==> src/rtl/dmem_arbiter.sv <==
// dmem_arbiter: arbitrates loads and committed stores onto one memory port through a
// one-entry request register, tracking in-flight requests in an in-order FIFO.
module dmem_arbiter #(
    parameter int TAG_W    = 6,
    parameter int DEPTH    = 4,
    parameter int MAX_WAIT = 8
) (
    input  logic             clk,
    input  logic             rst_n,
    input  logic             flush_valid,
    input  logic             st_urgent,
    input  logic             ld_valid,
    output logic             ld_ready,
    input  logic [31:0]      ld_addr,
    input  logic [1:0]       ld_size,
    input  logic [TAG_W-1:0] ld_tag,
    input  logic             st_valid,
    output logic             st_ready,
    input  logic [31:0]      st_addr,
    input  logic [31:0]      st_wdata,
    input  logic [3:0]       st_wstrb,
    output logic             mem_req_valid,
    input  logic             mem_req_ready,
    output logic             mem_req_we,
    output logic [31:0]      mem_req_addr,
    output logic [1:0]       mem_req_size,
    output logic [31:0]      mem_req_wdata,
    output logic [3:0]       mem_req_wstrb,
    input  logic             mem_resp_valid,
    input  logic [31:0]      mem_resp_rdata,
    output logic             ld_resp_valid,
    output logic [TAG_W-1:0] ld_resp_tag,
    output logic [31:0]      ld_resp_data,
    output logic             st_ack,
    output logic             spurious_resp
);
    localparam int PW = (DEPTH > 1) ? $clog2(DEPTH) : 1;
    localparam int CW = $clog2(DEPTH) + 1;
    localparam int WW = $clog2(MAX_WAIT + 1);

    logic             rq_valid_q, rq_we_q;
    logic [31:0]      rq_addr_q, rq_wdata_q;
    logic [1:0]       rq_size_q;
    logic [3:0]       rq_wstrb_q;
    logic [TAG_W-1:0] rq_tag_q;
    logic [DEPTH-1:0] f_load_q, f_kill_q;
    logic [TAG_W-1:0] f_tag_q [DEPTH];
    logic [PW-1:0]    wr_q, rd_q;
    logic [CW-1:0]    cnt_q, cnt_d;
    logic [WW-1:0]    wait_q, wait_d;
    logic             rr_q, spur_q;
    logic             handoff, rsp_pop, can_acc, starve, ld_pick;
    logic [CW:0]      occ;

    assign handoff = rq_valid_q & mem_req_ready;
    assign rsp_pop = mem_resp_valid & (cnt_q != '0);
    // Everything already accepted (FIFO plus request register) must still fit once the new one lands.
    assign occ     = {1'b0, cnt_q} + {{CW{1'b0}}, rq_valid_q} - {{CW{1'b0}}, rsp_pop};
    assign can_acc = rst_n & (!rq_valid_q | handoff) & (occ < (CW+1)'(DEPTH));
    assign starve  = wait_q >= WW'(MAX_WAIT);
    assign ld_pick = ld_valid & !flush_valid & (starve | !st_valid | (!st_urgent & !rr_q));
    assign ld_ready = can_acc & ld_pick;
    assign st_ready = can_acc & st_valid & !ld_pick;

    assign mem_req_valid = rq_valid_q;
    assign mem_req_we    = rq_we_q;
    assign mem_req_addr  = rq_addr_q;
    assign mem_req_size  = rq_size_q;
    assign mem_req_wdata = rq_wdata_q;
    assign mem_req_wstrb = rq_wstrb_q;

    assign ld_resp_valid = rsp_pop & f_load_q[rd_q] & !f_kill_q[rd_q] & !flush_valid;
    assign ld_resp_tag   = ld_resp_valid ? f_tag_q[rd_q] : '0;
    assign ld_resp_data  = ld_resp_valid ? mem_resp_rdata : '0;
    assign st_ack        = rsp_pop & !f_load_q[rd_q];
    assign spurious_resp = spur_q;

    assign cnt_d  = cnt_q + CW'(handoff) - CW'(rsp_pop);
    assign wait_d = (ld_valid & !ld_ready) ? (starve ? wait_q : wait_q + 1'b1) : '0;

    always_ff @(posedge clk or negedge rst_n) begin
        if (!rst_n) begin
            rq_valid_q <= 1'b0;
            rq_we_q    <= 1'b0;
            rq_addr_q  <= '0;
            rq_size_q  <= '0;
            rq_wdata_q <= '0;
            rq_wstrb_q <= '0;
            rq_tag_q   <= '0;
            f_load_q   <= '0;
            f_kill_q   <= '0;
            for (int i = 0; i < DEPTH; i++) f_tag_q[i] <= '0;
            wr_q       <= '0;
            rd_q       <= '0;
            cnt_q      <= '0;
            wait_q     <= '0;
            rr_q       <= 1'b0;
            spur_q     <= 1'b0;
        end else begin
            if (ld_ready | st_ready) begin
                rq_valid_q <= 1'b1;
                rq_we_q    <= st_ready;
                rq_addr_q  <= st_ready ? st_addr : ld_addr;
                rq_size_q  <= st_ready ? 2'd2 : ld_size;
                rq_wdata_q <= st_ready ? st_wdata : '0;
                rq_wstrb_q <= st_ready ? st_wstrb : '0;
                rq_tag_q   <= st_ready ? '0 : ld_tag;
                rr_q       <= ld_ready;
            end else if (handoff | (flush_valid & rq_valid_q & !rq_we_q)) begin
                rq_valid_q <= 1'b0;
            end
            // Kill bits only matter for loads; a load handed off during a flush is already in flight.
            if (flush_valid) f_kill_q <= '1;
            if (handoff) begin
                f_load_q[wr_q] <= !rq_we_q;
                f_kill_q[wr_q] <= flush_valid;
                f_tag_q[wr_q]  <= rq_tag_q;
                wr_q           <= (wr_q == PW'(DEPTH - 1)) ? '0 : wr_q + 1'b1;
            end
            if (rsp_pop) rd_q <= (rd_q == PW'(DEPTH - 1)) ? '0 : rd_q + 1'b1;
            if (mem_resp_valid & (cnt_q == '0)) spur_q <= 1'b1;
            cnt_q  <= cnt_d;
            wait_q <= wait_d;
        end
    end
endmodule

==> config.mk <==
export PLATFORM = sky130hd
export DESIGN_NAME = dmem_arbiter
export DESIGN_NICKNAME = d
export VERILOG_FILES = /design/src/rtl/dmem_arbiter.sv
export SDC_FILE = /design/constraint.sdc
export NUM_CORES = 1
export LEC_CHECK = 0
export BUFFER_PORTS_ARGS = -buffer_cell sky130_fd_sc_hd__buf_4
export CAP_MARGIN = 30
export CORE_MARGIN = 3
export CORE_UTILIZATION = 50
export CTS_BUF_LIST = sky130_fd_sc_hd__clkbuf_2
export CTS_CLUSTER_DIAMETER = 60
export DETAILED_ROUTE_END_ITERATION = 8
export GPL_ROUTABILITY_DRIVEN = 0
export PLACE_DENSITY = 0.83
export SYNTH_ARGS = -nofsm -noshare
export SYNTH_HDL_FRONTEND = slang
export SYNTH_SLANG_ARGS = --single-unit
==> constraint.sdc <==
create_clock -name clk -period 7.2 [get_ports clk]
set_input_delay 0.36 -clock clk [delete_from_list [all_inputs] [get_ports clk]]
set_output_delay 0.36 -clock clk [all_outputs]
set_load 0.02 [all_outputs]
==> impl_metrics.json, run 1 <==
{
  "root_buffer": "clkbuf_2",
  "post-route-drc-count": 0,
  "cts_buffers": 17,
  "cellPowerDensity_mw_per_mm2": 346.9,
  "reg2reg_depth": 8,
  "critical_path_arrival_ns": 3.57,
  "layout-drive-gt1-share_pct": 42.89,
  "switching_power_mw": 1.198,
  "p_seq_share_pct": 39.3,
  "core_area_mm2": 0.01113,
  "end_kind": "output port",
  "clk_path_buf_depth": 2,
  "worstMarginPinSlew_ns": 0.9360,
  "cap_violations": 0,
  "grt_pass1_vias": 5511,
  "fillers": 691,
  "wl_per_cell_um": 20.09,
  "syn-num-nets": 622,
  "clk_latency_ns": 0.66,
  "io_pins": 263,
  "dpl-instance-area_mm2": 0.007945,
  "yosysWarnings": 0,
  "clk_pin_slew_ns": 0.18,
  "grt_pass1_wl_um": 28400,
  "finalMaxSlewViolations": 0,
  "ff2ff_setup_slack_ns": 4.04,
  "cts_tree": "yes",
  "setup_tns_ns": 0,
  "hold_viol": 0,
  "synth_async_sr_flop_share_pct": 100.0,
  "die_y_um": 114.3,
  "grt_usage_pct": 28.37,
  "period_needed_ns": 3.926,
  "clock_sinks": 123,
  "grt_max_degree": 77,
  "drt-initial-drc-count": 286,
  "yosysUniqueCellTypes": 41,
  "required_ns": 6.84,
  "r2r_end": "mem_req_size[0]$_DFFE_PN0P_",
  "slew_headroom_pct": 37.60,
  "p_clk_share_pct": 14.5,
  "post_cts_resized": 0,
  "area.sequential_mm2": 0.003078,
  "clock.fmax_mhz": 254.7,
  "worst_setup_path_start_kind": "flop",
  "syn_inst": 463,
  "skew_ns": 0.04445,
  "fin_crit_sh_pct": 54.53,
  "hpwlAfterDp_um": 12060,
  "worst_slack_ns": 3.274,
  "vias": 5191,
  "viasPerCell": 5.588,
  "min_from": "ld_addr[4]",
  "layout.nets": 936,
  "overflow": 0,
  "die_w_um": 114.3,
  "area_delta_synth_final_pct": 50.06,
  "intPower_mw": 1.853,
  "drtPass1Iterations": 4,
  "path_class": "flop to output port",
  "ys_seq_area_share_pct": 52.52,
  "portBuffers": 262,
  "antenna_left": 0,
  "synth-edff-count": 0,
  "antenna_found_initial": 1,
  "row_count": 38,
  "ys.flop_type": "dfrtp_1",
  "p_comb_share_pct": 46.3,
  "holdPathStages": 3,
  "ys_ff_latch": 123,
  "cts_setup_buffers": 0,
  "outcome": "finished clean",
  "routed_wl_um": 18660,
  "min_to": "mem_req_addr[4]$_DFFE_PN0P_",
  "power_leakage_nw": 4.429,
  "design_area_mm2": 0.008795,
  "netlist_area_mm2": 0.005861,
  "sw_frac_of_total_pct": 39.28,
  "path_max_fanout": 39,
  "syn_area_per_cell_um2": 12.66,
  "finalSetupViolCount": 0,
  "start_util_pct": 52.68,
  "r2r-start": "cnt_q[0]$_DFF_PN0_",
  "dieArea_mm2": 0.01306,
  "htree_levels": 4,
  "dp_slack_ns": 3.869,
  "min_path_type": "input port to flop",
  "multi_input_area_mm2": 0.002631,
  "rsz0062_at_grt": "no",
  "vdd_ir_drop_max_uv": 204.5
}
==> cells in the mapped netlist (2+ instances only) <==
| cell | number | area [um^2] |
|---|---|---|
| a211oi_1 | 4 | 30.03 |
| a21o_1 | 5 | 37.54 |
| a2bb2oi_1 | 32 | 280.3 |
| a32o_1 | 43 | 430.4 |
| and2_1 | 42 | 262.8 |
| buf_1 | 4 | 15.01 |
| buf_2 | 9 | 45.04 |
| buf_6 | 2 | 22.52 |
| clkbuf_1 | 18 | 67.56 |
| clkbuf_2 | 2 | 10.01 |
| dfrtp_1 | 123 | 3078 |
| ha_1 | 10 | 125.1 |
| inv_1 | 12 | 45.04 |
| mux2_2 | 27 | 304.0 |
| mux2i_1 | 34 | 340.3 |
| mux4_2 | 8 | 180.2 |
| nand2_1 | 11 | 41.29 |
| nand2b_1 | 33 | 206.5 |
| nand3_1 | 2 | 10.01 |
| nand4_1 | 2 | 12.51 |
| nor2_1 | 4 | 15.01 |
| nor2b_1 | 6 | 37.54 |
| o2111a_1 | 2 | 22.52 |
| o21ai_0 | 7 | 35.03 |
| o21ai_1 | 2 | 10.01 |
| xnor2_1 | 3 | 26.28 |
| xor2_1 | 2 | 17.52 |
==> routing by layer <==
layer | track usage [%] | vias up | share of wire (%)
met3 | 8.615 | 50 | 8.6
met1 | 30.19 | 2538 | 35
met4 | 11.32 | 0 | 3.4
li1 | - | 2335 | -
met2 | 52.19 | 268 | 53
met5 | 0 | - | 0
==> repair_timing <==
item                                   CTS  global route
setup endpoints to repair                0             0
endpoints found under the hold margin  106             5
hold buffers                            57             5
==> cells in the final DEF (no fill, tap or decap), drive strengths merged, types with 10 or more instances in the layout <==
master / netlist / final
buf: 15 / 268
dfrtp: 123 / 123
dlygate4sd3: 0 / 62
a32o: 43 / 43
and2: 42 / 42
mux2i: 35 / 35
nand2b: 33 / 33
a2bb2oi: 32 / 32
mux2: 27 / 27
clkbuf: 20 / 20
inv: 12 / 12
nand2: 11 / 11
ha: 10 / 10
==> power by group through the flow <==
stage | combinational (mW) | clock [mW] | sequential [mW]
floorplan | 0.644 | 0 | 1.34
global placement | 1.32 | 0 | 1.17
CTS | 1.40 | 0.438 | 1.18
global route | 1.50 | 0.481 | 1.23
finish | 1.41 | 0.441 | 1.20
detailed placement | 1.37 | 0 | 1.19
==> layout make-up <==
cell class	instances	area share [%]
diodes	1	0.02845
clock buffers	20	1.138
clock inverters	10	1.437
inverters	12	0.5122
multi-input cells	293	29.92
flip-flops and latches	123	35.00
well taps	140	1.992
repair buffers	330	29.98
==> sequential cells by signal (all words and copies together), names as in the netlist <==
| signal | flops |
|---|---|
| spurious_resp | 1 |
| wait_q | 4 |
| f_load_q | 4 |
| wr_q | 2 |
| mem_req_we | 1 |
| rq_tag_q | 6 |
| mem_req_size | 2 |
| f_kill_q | 4 |
| f_tag_q | 24 |
| cnt_q | 3 |
| rd_q | 2 |
| mem_req_valid | 1 |
| rr_q | 1 |
| mem_req_wdata | 32 |
| mem_req_wstrb | 4 |
| mem_req_addr | 32 |
==> worst max-delay path, stage by stage, from the launching register on <==
cell and delay (ns):
dfrtp_1 0.44, nor2b_1 0.29, nand2_1 0.10, ha_1 0.29, and4b_1 0.24, a311oi_4 0.55, mux2i_4 0.31, buf_4 0.40
and2_1 0.19, buf_4 0.14
==> cell families after synthesis <==
family / Yosys count / synth area share (%)
XOR/XNOR: 5 / 0.7474
multiplexers: 70 / 14.30
flip-flops: 123 / 52.52
AND/OR/NAND/NOR: 104 / 10.61
buffers and inverters: 47 / 3.501
AO/OA/AOI/OAI: 103 / 15.84
adder cells (fa/ha/maj): 11 / 2.477
==> per-stage QoR <==
stage | hold WS, ns | std cells | power, mW | utilization, %
detailed placement | 0.4274 | 836 | 2.562 | 71.41
global placement | 0.4098 | 835 | 2.494 | 71.31
finish | 0.03738 | 929 | 3.051 | 79.05
global route | 0.007043 | 929 | 3.216 | 79.05
CTS | 0.001608 | 923 | 3.019 | 78.58
floorplan | 0.06441 | 463 | 1.988 | -
==> worst max path at each step <==
stage,startpoint,end,slack (ns),cells after the start
floorplan,cnt_q[0]$_DFF_PN0_,st_ready,4.38,9
global route,cnt_q[0]$_DFF_PN0_,st_ready,3.08,9
detailed placement,mem_resp_valid,st_ready,3.87,10
finish,cnt_q[0]$_DFF_PN0_,st_ready,3.27,9
global placement,mem_resp_valid,st_ready,3.94,10
CTS,cnt_q[0]$_DFF_PN0_,st_ready,3.22,9
No activity file was read; power rests on OpenSTA's default activity.
==> run 2: changes to the inputs <==
Settings changed: CORE_UTILIZATION 50 to 44, PLACE_DENSITY 0.83 to 0.77.
Clock period 7.2 ns to 3.3 ns, I/O delays scaled along.
==> run 2 against run 1 <==
Die area up 13%. Combinational power up 130%. Non-clock buffer count up 60. First-iteration DRC count down 5.9%. Flip-flop and latch count unchanged. Via count up 6.3%. Highest routed layer unchanged.
==> impl_metrics.json, run 2 (synthesized netlist as in run 1, its figures left out) <==
{
  "finalMaxSlewViolations": 0,
  "skew_ns": 0.03539,
  "p_seq_share_pct": 38.4,
  "die_w_um": 121.4,
  "overflow": 0,
  "layout.cells.most_common": "buf_4",
  "critPathBufInv": 2,
  "vias": 5517,
  "root_buffer": "clkbuf_2",
  "p_clk_share_pct": 12.9,
  "worst_setup_path_start_kind": "flop",
  "end_kind": "output port",
  "core_area_mm2": 0.01282,
  "wl_per_cell_um": 18.81,
  "design_area_mm2": 0.009430,
  "layout-drive-gt1-share_pct": 40.57,
  "area_delta_synth_final_pct": 60.91,
  "post-route-drc-count": 0,
  "period_needed_ns": 3.114,
  "final_cells": 1020,
  "vdd_ir_drop_max_uv": 426.8,
  "dieArea_mm2": 0.01474,
  "required_ns": 3.13,
  "grt_pass1_vias": 5951,
  "clk_path_buf_depth": 2,
  "path_class": "flop to output port",
  "layout.cells.most_common_list": "273 x buf_4, 123 x dfrtp_1, 113 x dlygate4sd3_1",
  "fillers": 825,
  "dp_slack_ns": 0.3775,
  "slowest_delay_ns": 0.45,
  "cap_violations": 0,
  "worst_slack_ns": 0.1860,
  "worstMarginPinSlew_ns": 0.7028,
  "p_comb_share_pct": 48.7,
  "grt_max_degree": 59,
  "outcome": "finished clean",
  "cp_top_family": "simple AND/OR/NAND/NOR gates",
  "dp.cells": 873,
  "fin_crit_sh_pct": 94.36,
  "slew_headroom_pct": 53.14,
  "clock_sinks": 123,
  "finish.utilization_pct": 73.53,
  "clk_pin_slew_ns": 0.19,
  "cts_buffers": 17,
  "path_cells": "or2_1 > nand2_1 > ha_1 > and4b_1 > a311oi_4 > buf_4 > mux2i_4 > and2_1 > buf_4",
  "clk_latency_ns": 0.66,
  "cts_tree": "yes",
  "path_common_cell": "buf_4",
  "drt-initial-drc-count": 269,
  "hold_slack_ns": 0.02347,
  "power_leakage_nw": 4.718,
  "power_mw": 6.684,
  "routed_wl_um": 19180,
  "start_util_pct": 45.70,
  "grt_usage_pct": 25.99,
  "hpwlAfterDp_um": 12250,
  "cellPowerDensity_mw_per_mm2": 708.7,
  "hold_viol": 0,
  "row_count": 41,
  "min_path_type": "input port to asynchronous set/reset pin",
  "clock.fmax_mhz": 321.1,
  "die_y_um": 121.4,
  "layout.nets": 996,
  "setup_tns_ns": 0,
  "switching_power_mw": 2.606,
  "portBuffers": 262,
  "drtPass1Iterations": 5,
  "intPower_mw": 4.078,
  "antenna_left": 0,
  "antenna_found_initial": 0,
  "path_max_fanout": 4,
  "io_pins": 263,
  "cp_slowest_cell": "dfrtp_1",
  "finalSetupViolCount": 0,
  "sw_frac_of_total_pct": 38.98,
  "rsz0062_at_grt": "no",
  "dpl-instance-area_mm2": 0.008056,
  "antenna_cells": 0,
  "viasPerCell": 5.409,
  "critical_path_arrival_ns": 2.95,
  "htree_levels": 4,
  "grt_pass1_wl_um": 29880
}
[run 2: changes by cell type in the layout (fill, tap and decap cells not counted), sizes merged]
cell / change
dlygate4sd3: +51
clkbuf: -2
clkinv: +1
buf: +9
diode: -1
bufinv: -1
clkinvlp: +2
[run 2: power groups by stage]
stage / logic (mW) / clock network, mW / registers (mW)
2_1_floorplan: 1.40 / 0 / 2.93
3_3_place_gp: 2.94 / 0 / 2.54
3_5_place_dp: 3.07 / 0 / 2.57
4_1_cts: 3.21 / 0.859 / 2.55
5_1_grt: 3.47 / 0.941 / 2.64
6_report: 3.25 / 0.861 / 2.57
[run 2: what timing repair did]
action / CTS / global route
endpoints found under the hold margin: 116 / 1
endpoints found under the setup margin: 2 / 2
pin swaps: 1 / 0
cloned: 0 / 0
hold buffers: 113 / 1
resized for setup: 0 / 1
setup buffers: 2 / 1
[run 2: final cells by class]
type	count	area [um^2]	area share, %
repair buffers	390	3261	34.58
flip-flops and latches	123	3078	32.64
multi-input cells	293	2634	27.93
well taps	172	215.2	2.282
clock inverters	12	107.6	1.141
clock buffers	18	90.09	0.9553
inverters	12	45.04	0.4776
[run 2: worst paths after layout]
path	from	slack, ns	to	cells past startpoint
max	cnt_q[2]$_DFF_PN0_	0.19	st_ready	9
min	rst_n	0.02	mem_req_wstrb[0]$_DFFE_PN0P_	3
max reg2reg	wait_q[3]$_DFFE_PN0P_	0.60	mem_req_addr[5]$_DFFE_PN0P_	6
min reg2reg	f_kill_q[3]$_DFF_PN0_	0.50	f_kill_q[3]$_DFF_PN0_	1
max in group asynchronous	rst_n	2.35	mem_req_wstrb[2]$_DFFE_PN0P_	4
min in group clk	st_wdata[9]	0.29	mem_req_wdata[9]$_DFFE_PN0P_	3
[run 2: layer usage]
metal | global-route usage [%] | routed length (um)
met4 | 10.92 | 590
met2 | 47.84 | 10280
met1 | 27.97 | 6784
met3 | 6.807 | 1531
met5 | 0 | 0
[run 2: worst register-to-register path, cell delays in order, from the launching register on]
cell and delay [ns]:
dfrtp_1 0.47, nand2b_1 0.23, o21ai_4 0.52, buf_12 0.37
mux2i_1 0.32, dlygate4sd3_1 0.60, a2bb2oi_1 0.07
==> run 3: changes to the inputs <==
==> constraint.sdc (replaced) <==
create_clock -name clk -period 3.3 [get_ports clk]
set_input_delay 0.33 -clock clk [delete_from_list [all_inputs] [get_ports clk]]
set_output_delay 0.33 -clock clk [all_outputs]
set_load 0.02 [all_outputs]
==> run 3 against run 2 <==
Sequential power about the same. Fmax down 0.30%. Clock skew grew 0.0062 ns. Power down 0.15%. Register-to-register slack better by 0.03 ns. Routed wire length is 3.7% lower. Via count decreased by 3.9%. Combinational power about the same. Clock power about the same.
==> impl_metrics.json, run 3 (synthesized netlist as in run 1, its figures left out) <==
{
  "path_class": "flop to output port",
  "grt_pass1_vias": 5624,
  "critical_path_arrival_ns": 2.79,
  "top_layer_used": "met4",
  "crit_start": "cnt_q[1]$_DFF_PN0_",
  "path_max_fanout": 4,
  "io_pins": 263,
  "end_kind": "output port",
  "min_to": "mem_req_addr[20]$_DFFE_PN0P_",
  "routed_wl_um": 18470,
  "dr_wl_met2_um": 9574,
  "wl_per_cell_um": 18.66,
  "r2r-start": "cnt_q[1]$_DFF_PN0_",
  "antenna_left": 0,
  "clk_latency_ns": 0.67,
  "fillers": 917,
  "clock.fmax_mhz": 320.2,
  "cts_buffers": 17,
  "grt_pass1_wl_um": 28310,
  "overflow": 0,
  "start_util_pct": 45.70,
  "dieArea_mm2": 0.01474,
  "vias": 5303,
  "layout.nets": 964,
  "clk_path_buf_depth": 2,
  "core_area_mm2": 0.01282,
  "worst_setup_path_start_kind": "flop",
  "layout-drive-gt1-share_pct": 43.26,
  "post-route-drc-count": 0,
  "clock_sinks": 123,
  "cts_tree": "yes",
  "viasPerCell": 5.357,
  "clk_pin_slew_ns": 0.17,
  "layout.cells.most_common": "buf_4",
  "portBuffers": 262,
  "grt_max_degree": 56,
  "htree_levels": 4,
  "ff2ff_setup_slack_ns": 0.63,
  "dp.cells": 875,
  "area_delta_synth_final_pct": 56.06,
  "holdPathStages": 4,
  "finalMaxSlewViolations": 0,
  "drtPass1Iterations": 5,
  "reg2reg_depth": 9,
  "root_buffer": "clkbuf_2",
  "min_from": "st_addr[20]",
  "layout.cells.most_common_list": "273 x buf_4, 123 x dfrtp_1, 79 x dlygate4sd3_1",
  "vdd_ir_drop_max_uv": 426.3,
  "skew_ns": 0.04161,
  "hpwlAfterDp_um": 12380,
  "cellPowerDensity_mw_per_mm2": 729.6,
  "required_ns": 2.97,
  "fin_crit_sh_pct": 94.65,
  "power_leakage_nw": 4.563,
  "wirelength_met1_um": 6743,
  "wl_met3_um": 1646,
  "row_count": 41,
  "area.sequential_mm2": 0.003078,
  "outcome": "finished clean",
  "grt_usage_pct": 24.79,
  "die_w_um": 121.4,
  "hold_viol": 0,
  "setup_tns_ns": 0,
  "slew_headroom_pct": 57.35,
  "final_cells": 990,
  "finalSetupViolCount": 0,
  "multi_input_area_mm2": 0.002661,
  "die_y_um": 121.4,
  "cap_violations": 0,
  "antenna_found_initial": 2,
  "r2r_end": "mem_req_addr[24]$_DFFE_PN0P_",
  "worstMarginPinSlew_ns": 0.6373,
  "period_needed_ns": 3.123,
  "drt-initial-drc-count": 305,
  "min_path_type": "input port to flop"
}
run 3: changes by cell type in the layout (fill, tap and decap cells not counted), sizes merged:
| cell | previous run | this run |
|---|---|---|
| buf | 277 | 279 |
| diode | 0 | 2 |
| clkinv | 8 | 7 |
| clkbuf | 18 | 19 |
| dlygate4sd3 | 113 | 79 |
run 3: through the flow:
stage / hold WS [ns] / total power [mW] / cell area [um^2] / utilization (%) / setup WS [ns]
floorplan: 0.03441 / 4.336 / 5861 / - / 0.5094
global placement: 0.3106 / 5.510 / 8051 / 62.78 / 0.4353
detailed placement: 0.3228 / 5.641 / 8079 / 63.00 / 0.3553
CTS: 0.005569 / 6.601 / 9065 / 70.68 / 0.004384
global route: 0.0002343 / 7.073 / 9146 / 71.32 / -0.009451
finish: 0.05835 / 6.673 / 9146 / 71.32 / 0.1765
run 3: report_power, final:
| part | total (mW) | internal, mW | switching, mW |
|---|---|---|---|
| sequential | 2.59 | 2.12 | 0.472 |
| clock | 0.864 | 0.330 | 0.534 |
| combinational | 3.22 | 1.63 | 1.59 |
run 3: layer usage:
| layer | up-vias | GRT usage (%) |
|---|---|---|
| met2 | 262 | 44.73 |
| met1 | 2599 | 26.62 |
| met3 | 48 | 8.951 |
| met4 | 0 | 8.683 |
| li1 | 2394 | - |
| met5 | - | 0 |
run 3: what timing repair did:
action | 4_1_cts | 5_1_grt
endpoints found under the hold margin | 114 | 2
hold buffers | 77 | 2
endpoints found under the setup margin | 2 | 2
resized for setup | 0 | 10
pin swaps | 1 | 0
buffers inserted | 2 | 2
run 3: worst max-delay path by stage:
stage	endpoint	slack (ns)	cells after the start
global placement	mem_req_wdata[10]$_DFFE_PN0P_	0.44	9
finish	ld_ready	0.18	9
floorplan	st_ready	0.51	9
detailed placement	mem_req_addr[16]$_DFFE_PN0P_	0.36	8
CTS	ld_ready	0.004	9
global route	ld_ready	-0.009	9
run 3: layout make-up:
type                    instances  area share, %
repair buffers                358          32.16
multi-input cells             293          29.10
diodes                          2        0.05472
clock inverters                11          1.149
inverters                      12         0.4925
clock buffers                  19          1.040
well taps                     172          2.353
flip-flops and latches        123          33.65
run 3: worst max-delay path, stage by stage (launching register included):
cell and delay (ns):
dfrtp_1 0.46, or2_4 0.28, nand2_2 0.08, ha_4 0.19
and4b_1 0.22, a311oi_4 0.21, buf_6 0.17, mux2i_4 0.25
and2_4 0.17, buf_6 0.11
